==> config.mk <==
export PLATFORM = sky130hd
export DESIGN_NAME = dest_reg_scoreboard
export DESIGN_NICKNAME = d
export VERILOG_FILES = /design/src/rtl/dest_reg_scoreboard_pkg.sv /design/src/rtl/dest_reg_scoreboard_decoder.sv /design/src/rtl/dest_reg_scoreboard.sv
export SDC_FILE = /design/constraint.sdc
export NUM_CORES = 1
export LEC_CHECK = 0
export CORE_AREA = 2 2 79 111
export CTS_BUF_LIST = sky130_fd_sc_hd__clkbuf_16
export DETAILED_ROUTE_END_ITERATION = 6
export DIE_AREA = 0 0 81 113
export GPL_TIMING_DRIVEN = 0
export PLACE_DENSITY_LB_ADDON = 0.2
export SETUP_SLACK_MARGIN = 0.3
export SLEW_MARGIN = 20
export SYNTH_ARGS = -nofsm -noshare
export SYNTH_HDL_FRONTEND = slang
export SYNTH_HIERARCHICAL = 1
export SYNTH_SLANG_ARGS = --single-unit
==> constraint.sdc <==
create_clock -name Clk -period 7.6 [get_ports Clk]
set_clock_uncertainty 0.15 [all_clocks]
set_input_delay 0.76 -clock Clk [delete_from_list [all_inputs] [get_ports Clk]]
set_output_delay 0.76 -clock Clk [all_outputs]
set_load 0.005 [all_outputs]
==> src/rtl/dest_reg_scoreboard_pkg.sv <==
// Shared constants and types for the destination-register scoreboard.
// Optional feature macro: SCOREBOARD_MULTI_PENDING_EN (per-register counters).
package scoreboard_pkg;

   localparam int NUM_REGS    = 32;
   localparam int IDX_W       = 5;
   localparam int MAX_PENDING = 3;
   localparam int CNT_W       = $clog2(MAX_PENDING + 1);

   typedef logic [IDX_W-1:0] reg_idx_t;

endpackage

==> src/rtl/dest_reg_scoreboard_decoder.sv <==
// Register index plus enable to a one-hot register mask.
module reg_idx_decoder_5to32
   import scoreboard_pkg::*;
#(
   parameter int NUM_REGS = scoreboard_pkg::NUM_REGS,
   parameter int IDX_W    = scoreboard_pkg::IDX_W
) (
   input  logic [IDX_W-1:0]    idx,
   input  logic                en,
   output logic [NUM_REGS-1:0] onehot
);

   // One bit set at position idx when enabled, otherwise all zero
   always_comb begin
      onehot = '0;
      for (int i = 0; i < NUM_REGS; i++) begin
         if (en && (idx == IDX_W'(i))) onehot[i] = 1'b1;
      end
   end

endmodule

==> src/rtl/dest_reg_scoreboard.sv <==
// Destination-register scoreboard: issue sets, write-back clears, Stall
// blocks issue on RAW hazards (and WAW / counter capacity).
// Optional feature macro: SCOREBOARD_MULTI_PENDING_EN -- when defined each
// register keeps a saturating in-flight counter instead of a single bit.
module dest_reg_scoreboard
   import scoreboard_pkg::*;
#(
   parameter int NUM_REGS    = scoreboard_pkg::NUM_REGS,
   parameter int IDX_W       = scoreboard_pkg::IDX_W,
   parameter int MAX_PENDING = scoreboard_pkg::MAX_PENDING
) (
   input  logic                Clk,
   input  logic                Reset_n,
   input  logic                IssueValid,
   input  logic                IssueWrites,
   input  logic [IDX_W-1:0]    IssueRegDst,
   input  logic [IDX_W-1:0]    IssueRs,
   input  logic [IDX_W-1:0]    IssueRt,
   input  logic                IssueUsesRs,
   input  logic                IssueUsesRt,
   input  logic                WbValid,
   input  logic [IDX_W-1:0]    WbRegDst,
   input  logic                Flush,
   output logic                Stall,
   output logic [NUM_REGS-1:0] Pending,
   output logic [IDX_W:0]      PendingCount,
   output logic                ErrUnderflow
);

   // Register 0 is hard-wired and never tracked
   localparam logic [NUM_REGS-1:0] TRACK_MASK = {{(NUM_REGS-1){1'b1}}, 1'b0};

   logic [NUM_REGS-1:0] wb_oh;
   logic [NUM_REGS-1:0] iss_oh;
   logic [NUM_REGS-1:0] eff_pending;
   logic [NUM_REGS-1:0] pend_nxt;
   logic [IDX_W:0]      count_nxt;
   logic                raw;
   logic                capacity;
   logic                issue_acc;
   logic                underflow;

   function automatic logic [IDX_W:0] popcount(input logic [NUM_REGS-1:0] v);
      logic [IDX_W:0] s;
      s = '0;
      for (int i = 0; i < NUM_REGS; i++) s = s + (IDX_W+1)'(v[i]);
      return s;
   endfunction

   reg_idx_decoder_5to32 #(.NUM_REGS(NUM_REGS), .IDX_W(IDX_W)) u_wb_dec (
      .idx    (WbRegDst),
      .en     (WbValid),
      .onehot (wb_oh)
   );

   reg_idx_decoder_5to32 #(.NUM_REGS(NUM_REGS), .IDX_W(IDX_W)) u_iss_dec (
      .idx    (IssueRegDst),
      .en     (issue_acc),
      .onehot (iss_oh)
   );

   // Same-cycle write-back bypass: the register file writes in the first half
   // of the cycle, so a register being written back is already safe to read
   always_comb begin
      eff_pending = Pending & ~wb_oh;
      raw = (IssueUsesRs && eff_pending[IssueRs]) ||
            (IssueUsesRt && eff_pending[IssueRt]);
   end

   assign Stall     = IssueValid && !Flush && (raw || capacity);
   assign issue_acc = IssueValid && !Stall && !Flush && IssueWrites;

`ifdef SCOREBOARD_MULTI_PENDING_EN
   localparam int CW = $clog2(MAX_PENDING + 1);

   logic [CW-1:0] cnt     [NUM_REGS];
   logic [CW-1:0] cnt_nxt [NUM_REGS];
   logic          wb_same;

   // Capacity: target counter full and not being drained this cycle
   always_comb begin
      wb_same   = WbValid && (WbRegDst == IssueRegDst);
      capacity  = IssueWrites && (cnt[IssueRegDst] == CW'(MAX_PENDING)) && !wb_same;
      underflow = WbValid && (WbRegDst != '0) && (cnt[WbRegDst] == '0);
   end

   // Decrement-then-increment per register; flush and register 0 force zero
   always_comb begin
      pend_nxt = '0;
      for (int i = 0; i < NUM_REGS; i++) begin
         cnt_nxt[i] = cnt[i];
         if (wb_oh[i] && (cnt[i] != '0)) cnt_nxt[i] = cnt_nxt[i] - 1'b1;
         if (iss_oh[i])                  cnt_nxt[i] = cnt_nxt[i] + 1'b1;
         if (Flush || (i == 0))          cnt_nxt[i] = '0;
         pend_nxt[i] = (cnt_nxt[i] != '0);
      end
   end

   // Per-register in-flight counters
   always_ff @(posedge Clk or negedge Reset_n) begin
      if (!Reset_n) begin
         for (int i = 0; i < NUM_REGS; i++) cnt[i] <= '0;
      end else begin
         for (int i = 0; i < NUM_REGS; i++) cnt[i] <= cnt_nxt[i];
      end
   end
`else
   // Single-bit tracking: a second write to a pending register (WAW) waits
   always_comb begin
      capacity  = IssueWrites && eff_pending[IssueRegDst];
      underflow = WbValid && (WbRegDst != '0) && !Pending[WbRegDst];
      pend_nxt  = Flush ? '0 : (((Pending & ~wb_oh) | iss_oh) & TRACK_MASK);
   end
`endif

   assign count_nxt = popcount(pend_nxt & TRACK_MASK);

   // Registered pending mask, its population count and sticky underflow flag
   always_ff @(posedge Clk or negedge Reset_n) begin
      if (!Reset_n) begin
         Pending      <= '0;
         PendingCount <= '0;
         ErrUnderflow <= 1'b0;
      end else begin
         Pending      <= pend_nxt & TRACK_MASK;
         PendingCount <= count_nxt;
         if (!Flush && underflow) ErrUnderflow <= 1'b1;
      end
   end

endmodule

# Word-level counts from Yosys, hierarchy flattened
# Cells that the tools add are included.
[op_classes]
n_addsub = 30
multipliers = 0
div_mod_pow = 0
n_lt_le_gt_ge = 4
eq_ne = 62
n_shift = 0
muxes = 73
bitwise_logic = 3
reduce_logical = 83
[ops]
columns = ["operator", "n"]
rows = [
  ["5-bit equality test, second input constant", 32],
  ["6-bit by 1-bit adder with 6-bit output", 25],
  ["5-bit by 4-bit equality test with 1-bit output, second input constant", 16],
  ["1-bit logical AND", 75],
  ["1-bit 2-to-1 mux", 68],
  ["5-bit by 3-bit equality test with 1-bit output, second input constant", 8],
  ["32-bit bitwise AND", 1],
  ["32-bit 2-to-1 mux", 1],
  ["32-bit NOT", 1],
  ["32-bit OR", 1],
  ["5-bit by 6-bit less-than comparator with 1-bit output, second input constant", 4],
  ["1-bit binary-select mux with 5-bit select", 4],
  ["5-bit by 2-bit equality test with 1-bit output, second input constant", 4],
  ["5-bit by 1-bit equality test with 1-bit output, second input constant", 2],
  ["5-bit zero test", 2],
  ["5-bit by 1-bit adder with 6-bit output", 1],
  ["4-bit by 1-bit adder with 5-bit output", 1],
  ["5-bit nonzero test", 1],
  ["3-bit by 1-bit adder with 4-bit output", 1],
  ["2-bit by 1-bit adder with 3-bit output", 1],
  ["1-bit zero test", 3],
  ["1-bit by 1-bit adder with 2-bit output", 1],
  ["1-bit logical OR", 2],
]
[word_totals]
register_bits = 38
latchBits = 0
ram_bits = 0
rom_bits = 0
output_inout_bits = 40
memories = 0

# Logic depth before layout (Yosys ltp)
[logic_depth]
ltp_word = 49
mapped_depth = 30
ltp_nobuf = 29

# By module
# Netlist, hierarchy kept.
[by_module_without_submodules]
columns = ["module", "instances", "cells_per_inst", "area_each_um2", "seq_area_each_um2"]
rows = [
  ["dest_reg_scoreboard", 1, 342, 3398.3, 950.9],
  ["reg_idx_decoder_5to32", 2, 47, 234.0, 0.0],
]

# Worst setup path after synthesis
# No wires, ideal clock.
[synth_path]
kind = "input port to flip-flop"
startpoint = "input WbRegDst[2]"
endpoint = "register PendingCount[4]"
t_arrival_ns = 7.746
required_ns = 7.370
setup_slack_ns = -0.376
stages = 27
path_buffers = 0
cell_sequence = "or4b_4 > nor2_1 > nor2b_1 > mux4_2 > o311a_1 > o311a_1 > nor4_2 > and3_1 > or4b_4 > nor2_1 > o21ai_0 > fa_1 > fa_1 > inv_1 > fa_1 > inv_1 > fa_1 > fa_1 > inv_1 > fa_1 > inv_1 > fa_1 > inv_1 > fa_1 > a21o_1 > a21oi_1 > xnor2_1"
[synth_rtl]
columns = ["item", "line_no", "source"]
rows = [
  ["start, declared", "dest_reg_scoreboard.sv:22", "input logic [IDX_W-1:0] WbRegDst,"],
  ["5-bit by 4-bit equality test with 1-bit output (*)", "dest_reg_scoreboard_decoder.sv:17", "if (en && (idx == IDX_W'(i))) onehot[i] = 1'b1;"],
  ["1-bit logical AND (*)", "dest_reg_scoreboard_decoder.sv:17", ""],
  ["1-bit 2-to-1 mux (*)", "dest_reg_scoreboard_decoder.sv:17", ""],
  ["net wb_oh[8]", "dest_reg_scoreboard.sv:33", "logic [NUM_REGS-1:0] wb_oh;"],
  ["32-bit NOT (*)", "dest_reg_scoreboard.sv:65", "eff_pending = Pending & ~wb_oh;"],
  ["32-bit bitwise AND (*)", "dest_reg_scoreboard.sv:65", ""],
  ["1-bit binary-select mux with 5-bit select, on equally long branches", "dest_reg_scoreboard.sv:66, dest_reg_scoreboard.sv:67", ""],
  ["1-bit 2-to-1 mux, on equally long branches", "dest_reg_scoreboard.sv:66, dest_reg_scoreboard.sv:67", ""],
  ["[8 not listed]", "n/a", ""],
  ["net issue_acc", "dest_reg_scoreboard.sv:40", "logic issue_acc;"],
  ["1-bit logical AND (*)", "dest_reg_scoreboard_decoder.sv:17", ""],
  ["1-bit 2-to-1 mux (*)", "dest_reg_scoreboard_decoder.sv:17", ""],
  ["net iss_oh[24]", "dest_reg_scoreboard.sv:34", "logic [NUM_REGS-1:0] iss_oh;"],
  ["32-bit OR (*)", "dest_reg_scoreboard.sv:112", "pend_nxt = Flush ? '0 : (((Pending & ~wb_oh) | iss_oh) & TRACK_MASK);"],
  ["32-bit 2-to-1 mux (*)", "dest_reg_scoreboard.sv:112", ""],
  ["6-bit by 1-bit adder with 6-bit output (*) (8 in a row)", "dest_reg_scoreboard.sv:46", "for (int i = 0; i < NUM_REGS; i++) s = s + (IDX_W+1)'(v[i]);"],
  ["net count_nxt[4]", "dest_reg_scoreboard.sv:37", "logic [IDX_W:0] count_nxt;"],
  ["end signal, assigned", "dest_reg_scoreboard.sv:126", "PendingCount <= count_nxt;"],
  ["end, declared", "dest_reg_scoreboard.sv:26", "output logic [IDX_W:0] PendingCount,"],
]
# Mark *: on every way through the listed nets, which the timed path passes. The rest lies on a longest branch. The select of a mux whose other input is x is not followed.
# A chain may end at the register's enable or synchronous reset.

# Final worst setup path
[layout_path]
startpoint = "input IssueRegDst[3]"
endpoint = "register PendingCount[4]"
[layout_rtl]
columns = ["item", "line_no", "source"]
rows = [
  ["start, declared", "dest_reg_scoreboard.sv:16", "input logic [IDX_W-1:0] IssueRegDst,"],
  ["1-bit binary-select mux with 5-bit select", "dest_reg_scoreboard.sv:110", "capacity = IssueWrites && eff_pending[IssueRegDst];"],
  ["1-bit 2-to-1 mux (implied by the code)", "dest_reg_scoreboard.sv:110", ""],
  ["1-bit logical AND", "dest_reg_scoreboard.sv:110", ""],
  ["1-bit logical OR", "dest_reg_scoreboard.sv:70", "assign Stall = IssueValid && !Flush && (raw || capacity);"],
  ["1-bit logical AND", "dest_reg_scoreboard.sv:70", ""],
  ["1-bit zero test", "dest_reg_scoreboard.sv:71", "assign issue_acc = IssueValid && !Stall && !Flush && IssueWrites;"],
  ["1-bit logical AND (3 in a row)", "dest_reg_scoreboard.sv:71", ""],
  ["net issue_acc", "dest_reg_scoreboard.sv:40", ""],
  ["1-bit logical AND", "dest_reg_scoreboard_decoder.sv:17", ""],
  ["1-bit 2-to-1 mux", "dest_reg_scoreboard_decoder.sv:17", ""],
  ["net iss_oh[22]", "dest_reg_scoreboard.sv:34", ""],
  ["32-bit OR", "dest_reg_scoreboard.sv:112", ""],
  ["32-bit 2-to-1 mux", "dest_reg_scoreboard.sv:112", ""],
  ["6-bit by 1-bit adder with 6-bit output (10 in a row)", "dest_reg_scoreboard.sv:46", ""],
  ["net count_nxt[4]", "dest_reg_scoreboard.sv:37", ""],
]
# The timed path passes the listed nets, and every way through them passes these cells. The select of a mux whose other input is x is not followed.

==> parameters.txt <==
Parameter                              Value

GRT
  Wire length of the first global-routing pass    ~21 mm
  Vias in the first global route    3,667
  Largest net degree at the start of global routing    32
  Antenna violations before repair    0
  Sum of overflow across all layers after global routing    0
  Global-route usage over all layers    between 30% and 40%

Timing
  Slew of the pin with the lowest slew margin    0.6410 ns
  Period minus WS final    approximately 7.9 ns
  Final hold viol count    0
  Final critical-path share of the clock period    104.6%
  Unrepaired setup endpoints after global routing    true
  Highest attainable clock frequency    125.8 MHz
  Final-layout setup total negative slack    -1.326 ns
  Number of max-slew violations in the final report    0
  Number of endpoints failing setup at the final stage    5
  Slew HR    56.81%
  Final worst hold slack    0.1715 ns
  Final critical-path setup slack    -0.3460 ns

Drt
  Number of nets with antenna violations after detailed routing    0
  Final wirelength    14.10 mm
  Detailed-router iteration count before antenna repair    5
  Per-cell routed wire length    22.70 microns
  Total number of vias    3,733
  Top metal layer carrying routed signals    met4
  Via density per instance    6.011
  Met1 wire length    between 5 and 6 mm
  Remaining design rule violation count    0
  Detail Route met2 WL    approximately 7.5 mm
  Violation count after the first detailed-routing iteration    437
  Detailed route wirelength on metal3    777 microns

Setup path
  Slowest cell on crit path    sky130_fd_sc_hd__clkdlybuf4s50_1
  Required time worst endpoint    7.66 ns
  Startpoint kind of the worst setup timing path    input port
  Cell family with most CP delay    adder cells
  Endpoint kind of the worst setup timing path    register
  Most repeated library cell on the critical path    sky130_fd_sc_hd__fa_1
  R2R depth    27
  Largest fanout of any net on the critical path    9
  Stages on worst setup path    27
  Arrival time reported for the critical path endpoint    8.01 ns
  Kind of critical path    input port to register
  Buffers and inverters on the worst path    8
  Max stage delay on crit path    around 0.58 ns
  Worst setup slack for register-to-register paths    just over 0.4 ns

Finish
  Total number of nets in the final design    576
  Layout area overhead    33.14%
  Final cell utilization of the core    63.42%
  Share of layout cells above drive strength 1    between 20% and 30%
  ANT cells    0

Floorplanning
  Die area    9153 sq um
  Boundary pin count    68
  Initial core utilization    between 40% and 50%
  FP Rows    39
  Core Region    around 8100 sq um
  Chip height    between 100 and 150 microns
  DIE WIDTH    between 80 and 90 microns

Pwr
  Total net switching power    about 140 uW
  Internal power    364.5 uW
  Switching share of power    27.29%
  Part of the power in combinational logic    19.3%
  Static Leak    2.230 nW
  Overall power of the completed layout    501.3 uW
  Power per cell area    97.57 nW/um^2
  Highest ir drop seen on vdd    between 150 and 200 uV
  Share of power burned in the clock network    39.9%
  Sequential share of power    40.8%

Placed design
  Hpwl dp    11.27 mm
  Post-placement setup slack    -1.430 ns
  Port bufs    62
  Final weighted congestion of routability-driven global placement    0.9339

Clock network
  Clock-pin transition on the worst setup and hold timing paths    0.06 ns
  Latest clock arrival within the worst-skew pair    approximately 0.29 ns
  Number of buffers created by CTS    5
  Clk buf depth    2
  Clock Sink Count    38
  Root buffer cell    sky130_fd_sc_hd__clkbuf_16
  Clock tree from TritonCTS    built
  H-tree Lvls    2

Run
  MaxCap Viol Count    0

Worst hold path
  Path class of the lowest-slack min-delay path    input port to asynchronous set/reset pin

Yosys
  Syn nets    492
  Post-synth design cell area    between 3000 and 4000 sq um
  Number of cells produced by synthesis    434
  Synth warnings    6
  Avg Cell Area, Syn    8.891 sq um

Status
  Violated checks    negative setup slack
  Outcome    complete, but fails checks
cells in the final DEF (no fill, tap or decap), drive strengths merged, types with 14 or more instances in the layout:
master / n
buf: 31
o21ai: 18
a21oi: 14
dfrtp: 38
nand2b: 16
inv: 56
fa: 23
clkdlybuf4s50: 54
nor2: 88
nor2b: 29
clkbuf: 18
mux4: 20
registers in the layout, indices dropped and copies added, names as in the netlist:
name and count:
ErrUnderflow 1, PendingCount 6, Pending 31
layer usage:
layer / global-route usage [%] / vias up
li1: - / 1659
met1: 39.17 / 1862
met2: 55.70 / 172
met3: 4.466 / 40
met4: 16.27 / 0
met5: 0 / -
what timing repair did:
item / in CTS / in global routing
gates resized for setup: 69 / 41
setup endpoints to repair: 6 / 6
hold buffers: 0 / 0
pin swaps: 20 / 16
setup buffers: 7 / 7
cloned: 0 / 0
metrics by stage:
step                      cell area [sq um]  cells
after floorplan                        3875    434
after global placement                 4623    598
after detailed placement               4638    599
after CTS                              4974    614
after global routing                   5137    621
final                                  5137    621
cell type report:
| type | instances | area [sq um] |
|---|---|---|
| clock inverter | 3 | 16.27 |
| inverter | 56 | 210.2 |
| fill | 718 | 2963 |
| multi-input combinational | 317 | 2838 |
| sequential | 38 | 950.9 |
| timing repair buffer | 77 | 758.2 |
| tap | 102 | 127.6 |
| buffer | 23 | 111.4 |
| clock buffer | 5 | 125.1 |
power groups by stage:
| stage | combinational, mW | sequential, mW | clock, mW |
|---|---|---|---|
| final | 0.0968 | 0.204 | 0.200 |
| after global routing | 0.103 | 0.204 | 0.213 |
| after CTS | 0.0904 | 0.204 | 0.204 |
| after detailed placement | 0.0839 | 0.208 | 0 |
| after global placement | 0.0822 | 0.208 | 0 |
| after floorplan | 0.0427 | 0.208 | 0 |
final timing paths:
| kind | startpoint | endpoint |
|---|---|---|
| min in group Clk | ErrUnderflow | ErrUnderflow |
| min | Reset_n | PendingCount[2] |
| max | IssueRegDst[3] | PendingCount[4] |
| min reg2reg | ErrUnderflow | ErrUnderflow |
| max in group asynchronous | Reset_n | Pending[20] |
| max reg2reg | Pending[28] | PendingCount[4] |
Power figures use the tool's default switching activity.
